--- config.mk ---
export PLATFORM = sky130hd
export DESIGN_NAME = apple_iie_timing_generator
export DESIGN_NICKNAME = d
export VERILOG_FILES = /design/src/rtl/apple_iie_timing_pkg.sv /design/src/rtl/apple_iie_timing_decode.sv /design/src/rtl/apple_iie_timing_generator.sv
export SDC_FILE = /design/constraint.sdc
export NUM_CORES = 1
export LEC_CHECK = 0
export BUFFER_PORTS_ARGS = -buffer_cell sky130_fd_sc_hd__clkbuf_2
export CAP_MARGIN = 10
export CORE_ASPECT_RATIO = 1.25
export CORE_MARGIN = 2
export CORE_UTILIZATION = 55
export CTS_BUF_LIST = sky130_fd_sc_hd__clkbuf_8 sky130_fd_sc_hd__clkbuf_16
export CTS_CLUSTER_SIZE = 25
export DETAILED_ROUTE_END_ITERATION = 8
export PLACE_DENSITY = 0.86
export SLEW_MARGIN = 20
export SYNTH_ARGS = -nofsm -noshare
export SYNTH_HDL_FRONTEND = slang
export SYNTH_SLANG_ARGS = --single-unit
--- constraint.sdc ---
create_clock -name clk_14m -period 3.1 [get_ports clk_14m]
set_input_delay 0.31 -clock clk_14m [delete_from_list [all_inputs] [get_ports clk_14m]]
set_output_delay 0.31 -clock clk_14m [all_outputs]
set_load 0.01 [all_outputs]
--- src/rtl/apple_iie_timing_pkg.sv ---
// Shared constants and types for the Apple IIe master timing generator and
// the strobe decode reused by the video-stage model.
package apple_iie_timing_pkg;

    localparam int H_CYCLES_DEF     = 65;
    localparam int LONG_EXTRA_DEF   = 2;
    localparam int V_LINES_NTSC_DEF = 262;
    localparam int V_LINES_PAL_DEF  = 312;

    typedef logic [3:0] tick_t;

    localparam tick_t TICK_NORMAL_LAST = 4'd13;
    localparam tick_t TICK_LONG_LAST   = 4'd15;

    // Strobe window boundaries; the "B" windows that run to the end of the
    // cycle are closed by the cycle's last tick so they stretch in the long cycle.
    localparam tick_t PHI0_FIRST  = 4'd7;
    localparam tick_t Q3_A_FIRST  = 4'd0;
    localparam tick_t Q3_A_LAST   = 4'd3;
    localparam tick_t Q3_B_FIRST  = 4'd7;
    localparam tick_t Q3_B_LAST   = 4'd10;
    localparam tick_t RAS_A_FIRST = 4'd2;
    localparam tick_t RAS_A_LAST  = 4'd6;
    localparam tick_t RAS_B_FIRST = 4'd9;
    localparam tick_t CAS_A_FIRST = 4'd4;
    localparam tick_t CAS_A_LAST  = 4'd6;
    localparam tick_t CAS_B_FIRST = 4'd11;
    localparam tick_t AX_A_FIRST  = 4'd0;
    localparam tick_t AX_A_LAST   = 4'd2;
    localparam tick_t AX_B_FIRST  = 4'd7;
    localparam tick_t AX_B_LAST   = 4'd9;

    typedef struct packed {
        logic phi_0;
        logic q3;
        logic pras_n;
        logic pcas_n;
        logic ax;
    } strobe_t;

    localparam strobe_t STROBE_TICK0 = '{phi_0: 1'b0, q3: 1'b1, pras_n: 1'b1,
                                         pcas_n: 1'b1, ax: 1'b1};

    function automatic logic in_window(input tick_t t, input tick_t first,
                                       input tick_t last);
        return (t >= first) && (t <= last);
    endfunction

endpackage

--- src/rtl/apple_iie_timing_decode.sv ---
// Pure combinational strobe decode: (tick, long_cycle) -> phi0/Q3/RAS/CAS/AX.
module apple_iie_timing_decode
    import apple_iie_timing_pkg::*;
#(
    parameter tick_t LONG_LAST = TICK_LONG_LAST
) (
    input  tick_t   tick_i,
    input  logic    long_cycle_i,
    output strobe_t strobe_o
);

    tick_t last;

    always_comb begin
        strobe_o = STROBE_TICK0;
        last     = long_cycle_i ? LONG_LAST : TICK_NORMAL_LAST;

        strobe_o.phi_0  = in_window(tick_i, PHI0_FIRST, last);
        strobe_o.q3     = in_window(tick_i, Q3_A_FIRST, Q3_A_LAST)
                       || in_window(tick_i, Q3_B_FIRST, Q3_B_LAST);
        strobe_o.pras_n = !(in_window(tick_i, RAS_A_FIRST, RAS_A_LAST)
                       ||   in_window(tick_i, RAS_B_FIRST, last));
        strobe_o.pcas_n = !(in_window(tick_i, CAS_A_FIRST, CAS_A_LAST)
                       ||   in_window(tick_i, CAS_B_FIRST, last));
        strobe_o.ax     = in_window(tick_i, AX_A_FIRST, AX_A_LAST)
                       || in_window(tick_i, AX_B_FIRST, AX_B_LAST);
    end

endmodule

--- src/rtl/apple_iie_timing_generator.sv ---
// Apple IIe master timing generator: 14M tick/line/frame counters with
// registered strobes. Define TIMING_PAL_EN for the 312-line PAL frame.
module apple_iie_timing_generator
    import apple_iie_timing_pkg::*;
#(
    parameter int H_CYCLES     = H_CYCLES_DEF,
    parameter int LONG_EXTRA   = LONG_EXTRA_DEF,
    parameter int V_LINES_NTSC = V_LINES_NTSC_DEF,
    parameter int V_LINES_PAL  = V_LINES_PAL_DEF
) (
    input  logic       clk_14m,
    input  logic       reset,
    output logic       clk_phi_0,
    output logic       clk_phi_1,
    output logic       clk_q3,
    output logic       clk_7m,
    output logic       clk_color_ref,
    output logic       pras_n,
    output logic       pcas_n,
    output logic       ax,
    output logic       phi0_fall,
    output logic [6:0] h_count,
    output logic [8:0] v_count,
    output logic       line_start,
    output logic       frame_start
);

`ifdef TIMING_PAL_EN
    localparam bit PAL_BUILD = 1'b1;
`else
    localparam bit PAL_BUILD = 1'b0;
`endif
    localparam int         V_LINES   = PAL_BUILD ? V_LINES_PAL : V_LINES_NTSC;
    localparam logic [6:0] H_LAST    = 7'(H_CYCLES - 1);
    localparam logic [8:0] V_LAST    = 9'(V_LINES - 1);
    localparam tick_t      LONG_LAST = 4'(int'(TICK_NORMAL_LAST) + LONG_EXTRA);

    tick_t      tick_q, tick_d;
    logic [6:0] h_q, h_d;
    logic [8:0] v_q, v_d;
    logic [1:0] div_q;
    logic       long_cur, long_d;
    strobe_t    strobe_d, strobe_q;
    logic       phi1_q, fall_q, line_q, frame_q;

    assign long_cur = (h_q == H_LAST);

    always_comb begin
        tick_d = tick_q + 4'd1;
        h_d    = h_q;
        v_d    = v_q;
        if (tick_q == (long_cur ? LONG_LAST : TICK_NORMAL_LAST)) begin
            tick_d = '0;
            if (long_cur) begin
                h_d = '0;
                v_d = (v_q == V_LAST) ? 9'd0 : v_q + 9'd1;
            end else begin
                h_d = h_q + 7'd1;
            end
        end
    end

    assign long_d = (h_d == H_LAST);

    // Decode the upcoming tick so the registered strobes line up with it.
    apple_iie_timing_decode #(
        .LONG_LAST(LONG_LAST)
    ) u_decode (
        .tick_i      (tick_d),
        .long_cycle_i(long_d),
        .strobe_o    (strobe_d)
    );

    always_ff @(posedge clk_14m) begin
        if (reset) begin
            tick_q   <= '0;
            h_q      <= '0;
            v_q      <= '0;
            div_q    <= '0;
            strobe_q <= STROBE_TICK0;
            phi1_q   <= 1'b1;
            fall_q   <= 1'b1;
            line_q   <= 1'b1;
            frame_q  <= 1'b1;
        end else begin
            tick_q   <= tick_d;
            h_q      <= h_d;
            v_q      <= v_d;
            // Free-running: the 912-tick line is a multiple of 4, so the
            // colour phase stays line-locked without any resync.
            div_q    <= div_q + 2'd1;
            strobe_q <= strobe_d;
            phi1_q   <= ~strobe_d.phi_0;
            fall_q   <= (tick_d == 4'd0);
            line_q   <= (tick_d == 4'd0) && (h_d == 7'd0);
            frame_q  <= (tick_d == 4'd0) && (h_d == 7'd0) && (v_d == 9'd0);
        end
    end

    assign clk_phi_0     = strobe_q.phi_0;
    assign clk_phi_1     = phi1_q;
    assign clk_q3        = strobe_q.q3;
    assign pras_n        = strobe_q.pras_n;
    assign pcas_n        = strobe_q.pcas_n;
    assign ax            = strobe_q.ax;
    assign clk_7m        = div_q[0];
    assign clk_color_ref = div_q[1];
    assign phi0_fall     = fall_q;
    assign line_start    = line_q;
    assign frame_start   = frame_q;
    assign h_count       = h_q;
    assign v_count       = v_q;

endmodule

# Yosys cells after proc, flatten, opt, wreduce, memory -nomap -nowiden
# Index checks and enable logic that the tools add are counted.
# Widths: inputs -> output; s select.
# word_totals
register_bits	31
latchBits	0
ramBits	0
romBits	0
input_bits	2
output_inout_bits	27
memories	0
# op_classes
add_sub_neg	4
multipliers	0
div_mod_pow	0
n_lt_le_gt_ge	12
eq_ne	4
shift	0
n_mux	8
bitwise	1
reduce_logical	20
# ops
cell	n
$mux 9	3
$eq 7x7->1 const B	2
$mux 7	2
$logic_and 1x1->1	11
$add 9x1->9 const B	1
$eq 9x9->1 const B	1
$logic_not 9->1	1
$ge 4x3->1 const B	2
$ge 4x4->1 const B	2
$le 4x2->1 const B	2
$le 4x4->1 const B	2
$add 7x1->7 const B	1
$logic_not 7->1	1
$add 4x1->4 const B	1
$eq 4x4->1	1
$ge 4x1->1 const B	1
$ge 4x2->1 const B	1
$le 4x3->1 const B	1
$le 4x4->1	1
$logic_not 4->1	1
$logic_or 1x1->1	4
$mux 2	2
$mux 4	1
$add 2x1->2 const B	1
2 further kinds	3

# Logic depth before layout (Yosys ltp)
# Gate-level depths: netlist of the first run.
# depth
depth_word	10
depth_mapped	14
ltp_nobuf	13

# Modules after synthesis
# From an unflattened synthesis of the first run, not the netlist that was laid out.
# hier_totals
hier_cells	223
area_unflattened_um2	1825.5
# modules_own_cells
mod	n_inst	cells_each	area_each_um2
apple_iie_timing_generator	1	204	1702.9
apple_iie_timing_decode	1	19	122.6

# Worst setup path after synthesis of the first run
# OpenSTA, ideal clock, no wires.
# synth_path
path_type	register to register
start	reg h_q[0] (netlist: h_count[0])
end	reg strobe_q (netlist bit pras_n)
setup_ns	0.122
t_arrival_ns	2.704
setup_slack_ns	0.275
path_stages_with_launch	14
synth_period_minus_slack_ns	2.825
cell_sequence	dfxtp_1 -> clkbuf_2 -> inv_1 -> ha_1 -> and4bb_1 -> a211oi_1 -> o21ai_0 -> a211oi_2 -> or2b_1 -> ha_1 -> inv_1 -> o21ai_0 -> o31ai_1 -> a221o_1
# synth_between
elab_chain_cells	10
word_cells_on_any_way	17
cone_classes	add/sub: 1; order compare: 4; eq/ne: 3; mux: 5; reduce/logical: 4
# synth_rtl
element	line_no	text
start: declaration	apple_iie_timing_generator.sv:39	logic [6:0] h_q, h_d;
start signal: assignment	apple_iie_timing_generator.sv:77	h_q <= '0;
start signal: assignment	apple_iie_timing_generator.sv:87	h_q <= h_d;
branches (longest 8 deep; another with $add 7x1->7)	n/a	
$logic_or 1x1->1 (*)	apple_iie_timing_decode.sv:22	|| in_window(tick_i, RAS_B_FIRST, last));
$logic_not 1->1 (*)	apple_iie_timing_decode.sv:21	strobe_o.pras_n = !(in_window(tick_i, RAS_A_FIRST, RAS_A_LAST)
end signal: assignment	apple_iie_timing_generator.sv:92	strobe_q <= strobe_d;
end: declaration	apple_iie_timing_generator.sv:43	strobe_t strobe_d, strobe_q;
# Mark *: on every way between the ends.
# A chain may end at the register's enable or synchronous reset.

# Worst setup path in the final report of the first run
# Same ends and word-level chain as after synthesis.

==> results of run 1 <==
-- logic make-up (layout without fill, tap and decap cells) --
| kind of cell | count (synthesis) | in the layout | synth area share |
|---|---|---|---|
| multiplexers | 1 | 1 | 0.00576 |
| adder cells (fa/ha/maj) | 6 | 6 | 0.0432 |
| flip-flops | 31 | 31 | 0.357 |
| AO/OA/AOI/OAI | 45 | 45 | 0.183 |
| AND/OR/NAND/NOR | 94 | 94 | 0.290 |
| XOR/XNOR | 11 | 11 | 0.0554 |
| buffers and inverters | 22 | 46 | 0.0662 |
-- worst register-to-register path, delay by kind of cell, from the launching register on --
kind,cells,cell delay [ps]
compound gates,6,1190
fa+ha+maj,2,510
simple gates,2,500
flops,1,330
buf+inv,2,110
-- where the power goes --
group / total (W) / internal (W) / switching [W]
Sequential: 0.000431 / 0.000416 / 0.0000154
Clock: 0.000409 / 0.000260 / 0.000149
Combinational: 0.0000784 / 0.0000339 / 0.0000445
-- final cells by class --
type	instances	area, um2	share of cell area
inverters	7	26.3	0.0133
well taps	36	45.0	0.0228
flip-flops and latches	31	621	0.314
multi-input cells	157	1000	0.508
clock buffers	6	82.6	0.0418
clock inverters	2	35.0	0.0177
repair buffers	31	163	0.0823
-- routing by layer --
layer / vias up / wire, um
li1: 788 / -
met1: 724 / 1490
met2: 64 / 1780
met3: 7 / 236
met4: 0 / 63
met5: - / 0
-- worst max-delay path by stage --
stage | slack, ps | from | depth (start not counted) | end
CTS | 370 | h_count[0]$_SDFF_PP0_ | 12 | pras_n$_SDFF_PP1_
global placement | 440 | h_count[0]$_SDFF_PP0_ | 12 | pras_n$_SDFF_PP1_
floorplan | 270 | h_count[0]$_SDFF_PP0_ | 13 | pras_n$_SDFF_PP1_
finish | 370 | h_count[0]$_SDFF_PP0_ | 12 | pras_n$_SDFF_PP1_
detailed placement | 370 | h_count[0]$_SDFF_PP0_ | 12 | pras_n$_SDFF_PP1_
global route | 140 | h_count[0]$_SDFF_PP0_ | 12 | pras_n$_SDFF_PP1_
-- registers in the layout, summed over array words and instances (netlist names) --
register,cells
h_count,7
clk_q3,1
pras_n,1
tick_q,4
frame_start,1
div_q,2
phi0_fall,1
line_start,1
clk_phi_0,1
clk_phi_1,1
v_count,9
pcas_n,1
ax,1
-- stage by stage --
| step | hold WS (ps) | total power (W) |
|---|---|---|
| 2_1_floorplan | 415 | 0.000495 |
| 3_3_place_gp | 435 | 0.000516 |
| 3_5_place_dp | 443 | 0.000518 |
| 4_1_cts | 464 | 0.000929 |
| 5_1_grt | 488 | 0.000956 |
| 6_report | 456 | 0.000919 |
-- cell usage after synthesis, types with 2 or more instances --
library cell,number
sky130_fd_sc_hd__nor4_1,3
sky130_fd_sc_hd__and4b_1,4
sky130_fd_sc_hd__inv_1,7
sky130_fd_sc_hd__a211oi_1,2
sky130_fd_sc_hd__nand2b_1,2
sky130_fd_sc_hd__a32oi_1,2
sky130_fd_sc_hd__xor2_1,6
sky130_fd_sc_hd__and3_1,2
sky130_fd_sc_hd__buf_6,3
sky130_fd_sc_hd__nand3b_1,2
sky130_fd_sc_hd__or3_1,3
sky130_fd_sc_hd__nand3_1,8
sky130_fd_sc_hd__nand2_1,19
sky130_fd_sc_hd__nor2_1,33
sky130_fd_sc_hd__nand4_1,5
sky130_fd_sc_hd__a2bb2oi_1,2
sky130_fd_sc_hd__ha_1,6
sky130_fd_sc_hd__o21ai_0,12
sky130_fd_sc_hd__clkbuf_1,6
sky130_fd_sc_hd__dfxtp_1,31
sky130_fd_sc_hd__nor3_1,4
sky130_fd_sc_hd__a21oi_1,14
sky130_fd_sc_hd__buf_2,4
sky130_fd_sc_hd__xnor2_1,5
==> results.md, run 1 <==
- Setup slack of the worst register-to-register path: 370 ps
- Starting density of the core: 0.585
- Root buffer selected by CTS: sky130_fd_sc_hd__clkbuf_8
- Met1 Resource Use GR: 0.239
- Setup violations, final: 0
- Start-to-end type of the worst setup path: reg2reg
- Status: completed
- Core box area: 0.00297 mm2
- Total of max-cap violations: 0
- H-tree Lvls: 2
- Clock Sink Count: 31
- Fmax achieved: 366 MHz
- Number of buffers added to fix hold violations after cts: 0
- R2r worst-path depth: 12
- Top cells by area, synth: sky130_fd_sc_hd__dfxtp_1 36%, sky130_fd_sc_hd__nor2_1 7.1%, sky130_fd_sc_hd__ha_1 4.3%
- GRT Overall Usage: 0.217
- EDFF count, synth: 0
- Placed standard-cell area: 0.00186 mm2
- Die width: 54.3 um
- Fin Setup TNS: 0 ps
- RSZ-0062 raised after global routing: no
- Post-route cell area: roughly 0.002 mm2
- Netlist area before placement: about 0.0017 mm2
- M3 GR Usage: 0.0628
- Drt initial violations: 63
- Number of antenna-violating nets in the routed design: 0
- Hold Crit Class: reg2reg
- Max-slew headroom: 0.642
- Final worst path period share: 0.881
- Yosys warnings: 0
- Final count of hold timing violations: 0
- Number of global-route vias before repair: approximately 1,300
- Total CTS buffers: 5
- Reported leakage power: between 0.8 and 0.9 nW
- Number of antenna violations at the first check in global routing: 0
- Fin util: 0.665
- Clock transition at the register clock pins on the worst setup and hold paths after CTS: 70 ps
- Count of filler cells inserted in the layout: 264
- FF+latch count, synth: 31
- Top cell family by delay on the critical path: compound AO/OA/AOI/OAI gates
- Reg-to-Reg End: pras_n$_SDFF_PP1_
- GR Overflow Total: 0
- I/O pin count: 29
- Post-Place Cells: 262
- Startpoint kind of the worst setup timing path: flop
- Worst ir drop on vdd: 0.335 mV
- Shortest period the worst path allows: approximately 2700 ps
- Mean number of vias per cell: 5.86
- Sequential-to-total area share from yosys stat: 0.357
- Worst Hold Path EP: div_q[0]$_SDFF_PP0_
- Total nets after synthesis: between 200 and 250
- Slowest-stage cell, CP: sky130_fd_sc_hd__dfxtp_1
- Pre-antenna DRT Iters: 5
- Height of the die: roughly 67 um
- # Post-CTS Setup Buffers: 0
- Routed wire length per instance: approximately 13 um
- Critical path arrival: 2900 ps
- DRC errors left: 0
- Placement-stage worst setup slack: 368 ps
- PortBufs: 28
- Worst setup slack after layout: ~370 ps
- Number of vias after detailed routing: 1,583
- Grt met2 use: 0.369
- Post-cts sizing count: 0
- Crit. End Element: flop
- Cell count after synthesis: 210
- Share of the synthesized area in the top cell type: 0.357
- Worst Clk Skew: 4.27 ps
- Hold Path Stages: 1
- TritonCTS clock tree: built
- Final instance count without filler cells: between 200 and 300
- Global-route wire length before repair: approximately 5700 um
- Most used DFF post-synth: sky130_fd_sc_hd__dfxtp_1
- Cell type with the largest total area after synthesis: sky130_fd_sc_hd__dfxtp_1
- Number of nets in the layout: 241
- Largest net degree at the start of global routing: 24
- Fraction of final layout cells sized beyond drive strength 1: 0.201
- Critical register-to-register path startpoint: h_count[0]$_SDFF_PP0_
- Commonest cells after routing, fill and taps aside: 33 x sky130_fd_sc_hd__nor2_1, 31 x sky130_fd_sc_hd__dfxtp_1, 28 x sky130_fd_sc_hd__clkbuf_2
- Routability-driven placement congestion ratio: 0.869
- Largest stage delay on the critical path: 330 ps
- Asr flop ratio synth: 0
- CP Data Required Time: ~3300 ps
- Ratio of total power to cell area: 465 mW/mm2
- Slew of the pin with the lowest slew margin: 538 ps
- Site row count: 22
- Drt total wl: about 3600 um
- Number of distinct library cells after synthesis: 49
- Leading cell type in the layout, fill and taps excluded: sky130_fd_sc_hd__nor2_1
- Buffers and inverters on the worst path: 2
- Crit-path cells: inv_1 -> ha_1 -> and4bb_1 -> a211oi_1 -> o21ai_0 -> a211oi_2 -> or2b_1 -> ha_1 -> inv_1 -> o21ai_0 -> o31ai_1 -> a221o_1
- Overall die area: around 0.0036 mm2
- Most congested layer reported by global routing: met2
- DP Wirelength: 2610 um
- Slew Viols, Final: 0
- Area overhead of the layout relative to synthesis: 13.6%
- Buffer depth of the longest clock path: 2
- Mean instance size in the synthesized netlist: 8.28 um2
- Clock Latency Late Sink: 280 ps
- Start point of the worst hold path: div_q[0]$_SDFF_PP0_
- Maximum fanout encountered on the critical timing path: 5
- Number of diodes added for antenna fixing: 0
Power figures use the tool's default switching activity.
==> run 2, diff against run 1 <==
==> constraint.sdc (replaced) <==
create_clock -name clk_14m -period 2.7 [get_ports clk_14m]
set_input_delay 0.27 -clock clk_14m [delete_from_list [all_inputs] [get_ports clk_14m]]
set_output_delay 0.27 -clock clk_14m [all_outputs]
set_load 0.01 [all_outputs]
==> run 2 against run 1 <==
Against the previous run:
- the flow now finishes with violations (setup timing)
- die area is the same
- critical path depth grew 1
- sequential power grew 13%
- count of clock-buffer cells in the layout is the same
- clock power grew 17%
- utilization grew 4.8 points
- global-route usage grew 2.2 points
- final area grew 7.3%
- first-iteration DRC count shrank 22%
- clock skew grew 0.77 ps
- sequential cell count is the same
- critical path type unchanged
- highest routed layer unchanged
==> results.md, run 2 (synthesis gave the netlist of run 1 again) <==
- CP Data Required Time: 2880 ps (was 3270 ps)
- Area overhead of the layout relative to synthesis: 21.9% (was 13.6%)
- Worst Clk Skew: 5.04 ps (was 4.27 ps)
- Status: complete, but fails checks (was completed)
- Shortest period the worst path allows: 2760 ps (was 2730 ps)
- Fmax achieved: 362 MHz (was 366 MHz)
- Mean number of vias per cell: 5.84 (was 5.86)
- Largest net degree at the start of global routing: 24 (unchanged)
- Reported leakage power: 0.888 nW (was 0.824 nW)
- Number of nets in the layout: 253 (was 241)
- Start-to-end type of the worst setup path: reg2reg (unchanged)
- GR Overflow Total: 0 (unchanged)
- H-tree Lvls: 2 (unchanged)
- Slew of the pin with the lowest slew margin: 571 ps (was 538 ps)
- Number of diodes added for antenna fixing: 0 (unchanged)
- Number of antenna-violating nets in the routed design: 0 (unchanged)
- Placement-stage worst setup slack: -10.7 ps (was 368 ps)
- Count of filler cells inserted in the layout: 245 (was 264)
- Setup slack of the worst register-to-register path: -60 ps (was 370 ps)
- Commonest cells after routing, fill and taps aside: 32 x sky130_fd_sc_hd__nor2_1, 28 x sky130_fd_sc_hd__dfxtp_1, 28 x sky130_fd_sc_hd__clkbuf_2 (was 33 x sky130_fd_sc_hd__nor2_1, 31 x sky130_fd_sc_hd__dfxtp_1, 28 x sky130_fd_sc_hd__clkbuf_2)
- R2r worst-path depth: 13 (was 12)
- Clock transition at the register clock pins on the worst setup and hold paths after CTS: 70 ps (about the same)
- Drt total wl: 3980 um (was 3560 um)
- TritonCTS clock tree: built (unchanged)
- Die width: 54.3 um (unchanged)
- Leading cell type in the layout, fill and taps excluded: sky130_fd_sc_hd__nor2_1 (unchanged)
- Critical register-to-register path startpoint: h_count[1]$_SDFF_PP0_ (was h_count[0]$_SDFF_PP0_)
- Total CTS buffers: 5 (unchanged)
- Core box area: 0.00297 mm2 (unchanged)
- Ratio of total power to cell area: 510 mW/mm2 (was 465 mW/mm2)
- Number of antenna violations at the first check in global routing: 0 (unchanged)
- Routed wire length per instance: 14.1 um (was 13.2 um)
- Clock Sink Count: 31 (unchanged)
- DP Wirelength: 2700 um (was 2610 um)
- Crit. End Element: flop (unchanged)
- Overall die area: 0.00363 mm2 (unchanged)
- Final hold slack: 457 ps (was 456 ps)
- Start point of the worst hold path: div_q[0]$_SDFF_PP0_ (unchanged)
- Largest stage delay on the critical path: 330 ps (about the same)
- Drt initial violations: 49 (was 63)
- PortBufs: 28 (unchanged)
- RSZ-0062 raised after global routing: yes (was no)
- Total of max-cap violations: 0 (unchanged)
- Critical path arrival: 2950 ps (was 2900 ps)
- Site row count: 22 (unchanged)
- Starting density of the core: 0.585 (unchanged)
- Worst setup slack after layout: -62.7 ps (was 369 ps)
- Slowest-stage cell, CP: sky130_fd_sc_hd__dfxtp_2 (was sky130_fd_sc_hd__dfxtp_1)
- Startpoint kind of the worst setup timing path: flop (unchanged)
- Final count of hold timing violations: 0 (unchanged)
- Height of the die: 66.9 um (unchanged)
- Max-slew headroom: 0.619 (was 0.642)
- Fin Setup TNS: -107 ps (was 0 ps)
- Buffer depth of the longest clock path: 2 (unchanged)
- Failing checks: setup timing
- Worst Hold Path EP: div_q[0]$_SDFF_PP0_ (unchanged)
- DRC errors left: 0 (unchanged)
- Cell occurring most often along the worst timing path: sky130_fd_sc_hd__inv_2
- Clock Latency Late Sink: 290 ps (was 280 ps)
- Reg-to-Reg End: clk_phi_0$_SDFF_PP0_ (was pras_n$_SDFF_PP1_)
- Fraction of final layout cells sized beyond drive strength 1: 0.293 (was 0.201)
- I/O pin count: 29 (unchanged)
- GRT Overall Usage: 0.239 (was 0.217)
- Root buffer selected by CTS: sky130_fd_sc_hd__clkbuf_8 (unchanged)
- Final worst path period share: 1.02 (was 0.881)
- Hold Path Stages: 1 (unchanged)
- Pre-antenna DRT Iters: 5 (unchanged)
- Worst ir drop on vdd: 0.428 mV (was 0.335 mV)
- Hold Crit Class: reg2reg (unchanged)
- Setup violations, final: 2 (was 0)
- Number of flip-flops in the largest register: 9 (unchanged)
- Number of vias after detailed routing: 1,648 (was 1,583)
- Maximum fanout encountered on the critical timing path: 4 (was 5)
- Global-route wire length before repair: 6310 um (was 5730 um)
- Routability-driven placement congestion ratio: 0.889 (was 0.869)
- Crit-path cells: inv_2 -> ha_4 -> nand4bb_4 -> o31ai_4 -> a32oi_2 -> a211oi_2 -> or2b_1 -> ha_1 -> inv_2 -> o21ai_4 -> nor3_4 -> nor2_2 -> o21a_1 (was inv_1 -> ha_1 -> and4bb_1 -> a211oi_1 -> o21ai_0 -> a211oi_2 -> or2b_1 -> ha_1 -> inv_1 -> o21ai_0 -> o31ai_1 -> a221o_1)
- Number of global-route vias before repair: 1,477 (was 1,334)
- Slew Viols, Final: 0 (unchanged)
-- run 2: cell count changes in the layout (fill, tap and decap cells not counted), sizes merged --
cell and change:
buf +12
-- run 2: per-layer routing --
metal | up-vias | track usage | share of wire
li1 | 811 | - | -
met1 | 750 | 0.284 | 0.43
met4 | 0 | 0.125 | 0.026
met5 | - | 0 | 0
met2 | 67 | 0.393 | 0.49
met3 | 20 | 0.0493 | 0.054
-- run 2: worst max-delay path by stage --
stage	startpoint	endpoint	slack (ps)	cells past startpoint
after floorplan	h_count[0]$_SDFF_PP0_	pras_n$_SDFF_PP1_	10	13
after global placement	h_count[1]$_SDFF_PP0_	pras_n$_SDFF_PP1_	160	12
after detailed placement	h_count[1]$_SDFF_PP0_	clk_phi_0$_SDFF_PP0_	-10	13
after CTS	h_count[1]$_SDFF_PP0_	pras_n$_SDFF_PP1_	40	12
after global routing	h_count[1]$_SDFF_PP0_	clk_phi_0$_SDFF_PP0_	-210	13
final	h_count[1]$_SDFF_PP0_	clk_phi_0$_SDFF_PP0_	-60	13
-- run 2: what timing repair did --
action | CTS | global route
buffers inserted | 0 | 5
resized for setup | 2 | 14
endpoints found under the setup margin | 1 | 4
pin swaps | 0 | 11
hold buffers | 0 | 0
-- run 2: cell type report --
class / instances / area, um2 / area share
clock buffer: 6 / 82.6 / 0.0390
clock inverter: 2 / 35.0 / 0.0165
inverter: 7 / 26.3 / 0.0124
multi-input combinational: 157 / 1050 / 0.497
sequential: 31 / 624 / 0.295
tap: 36 / 45.0 / 0.0213
timing repair buffer: 43 / 253 / 0.119
-- run 2: report_power, final --
| group | switching, W | leakage [nW] | internal [W] | total (W) |
|---|---|---|---|---|
| sequential | 0.0000111 | 0.254 | 0.000478 | 0.000489 |
| combinational | 0.0000670 | 0.572 | 0.0000479 | 0.000115 |
| clock | 0.000179 | 0.0612 | 0.000298 | 0.000477 |
| total | 0.000257 | 0.888 | 0.000824 | 0.00108 |
-- run 2: stage by stage --
step / cells / total power (W) / instance area, um2 / util
after floorplan: 210 / 0.000569 / 1750 / -
after global placement: 269 / 0.000596 / 1910 / 0.643
after detailed placement: 269 / 0.000601 / 1910 / 0.643
after CTS: 277 / 0.00108 / 2040 / 0.686
after global routing: 282 / 0.00112 / 2120 / 0.713
final: 282 / 0.00108 / 2120 / 0.713
-- run 2: worst max-delay path, delay by kind of cell (launching register included) --
kind,cells,cell delay (ps)
and+or+nand+nor,4,720
AOI/OAI and AO/OA,5,1010
adders and majority gates,2,470
DFF,1,330
buffers and inverters,2,140
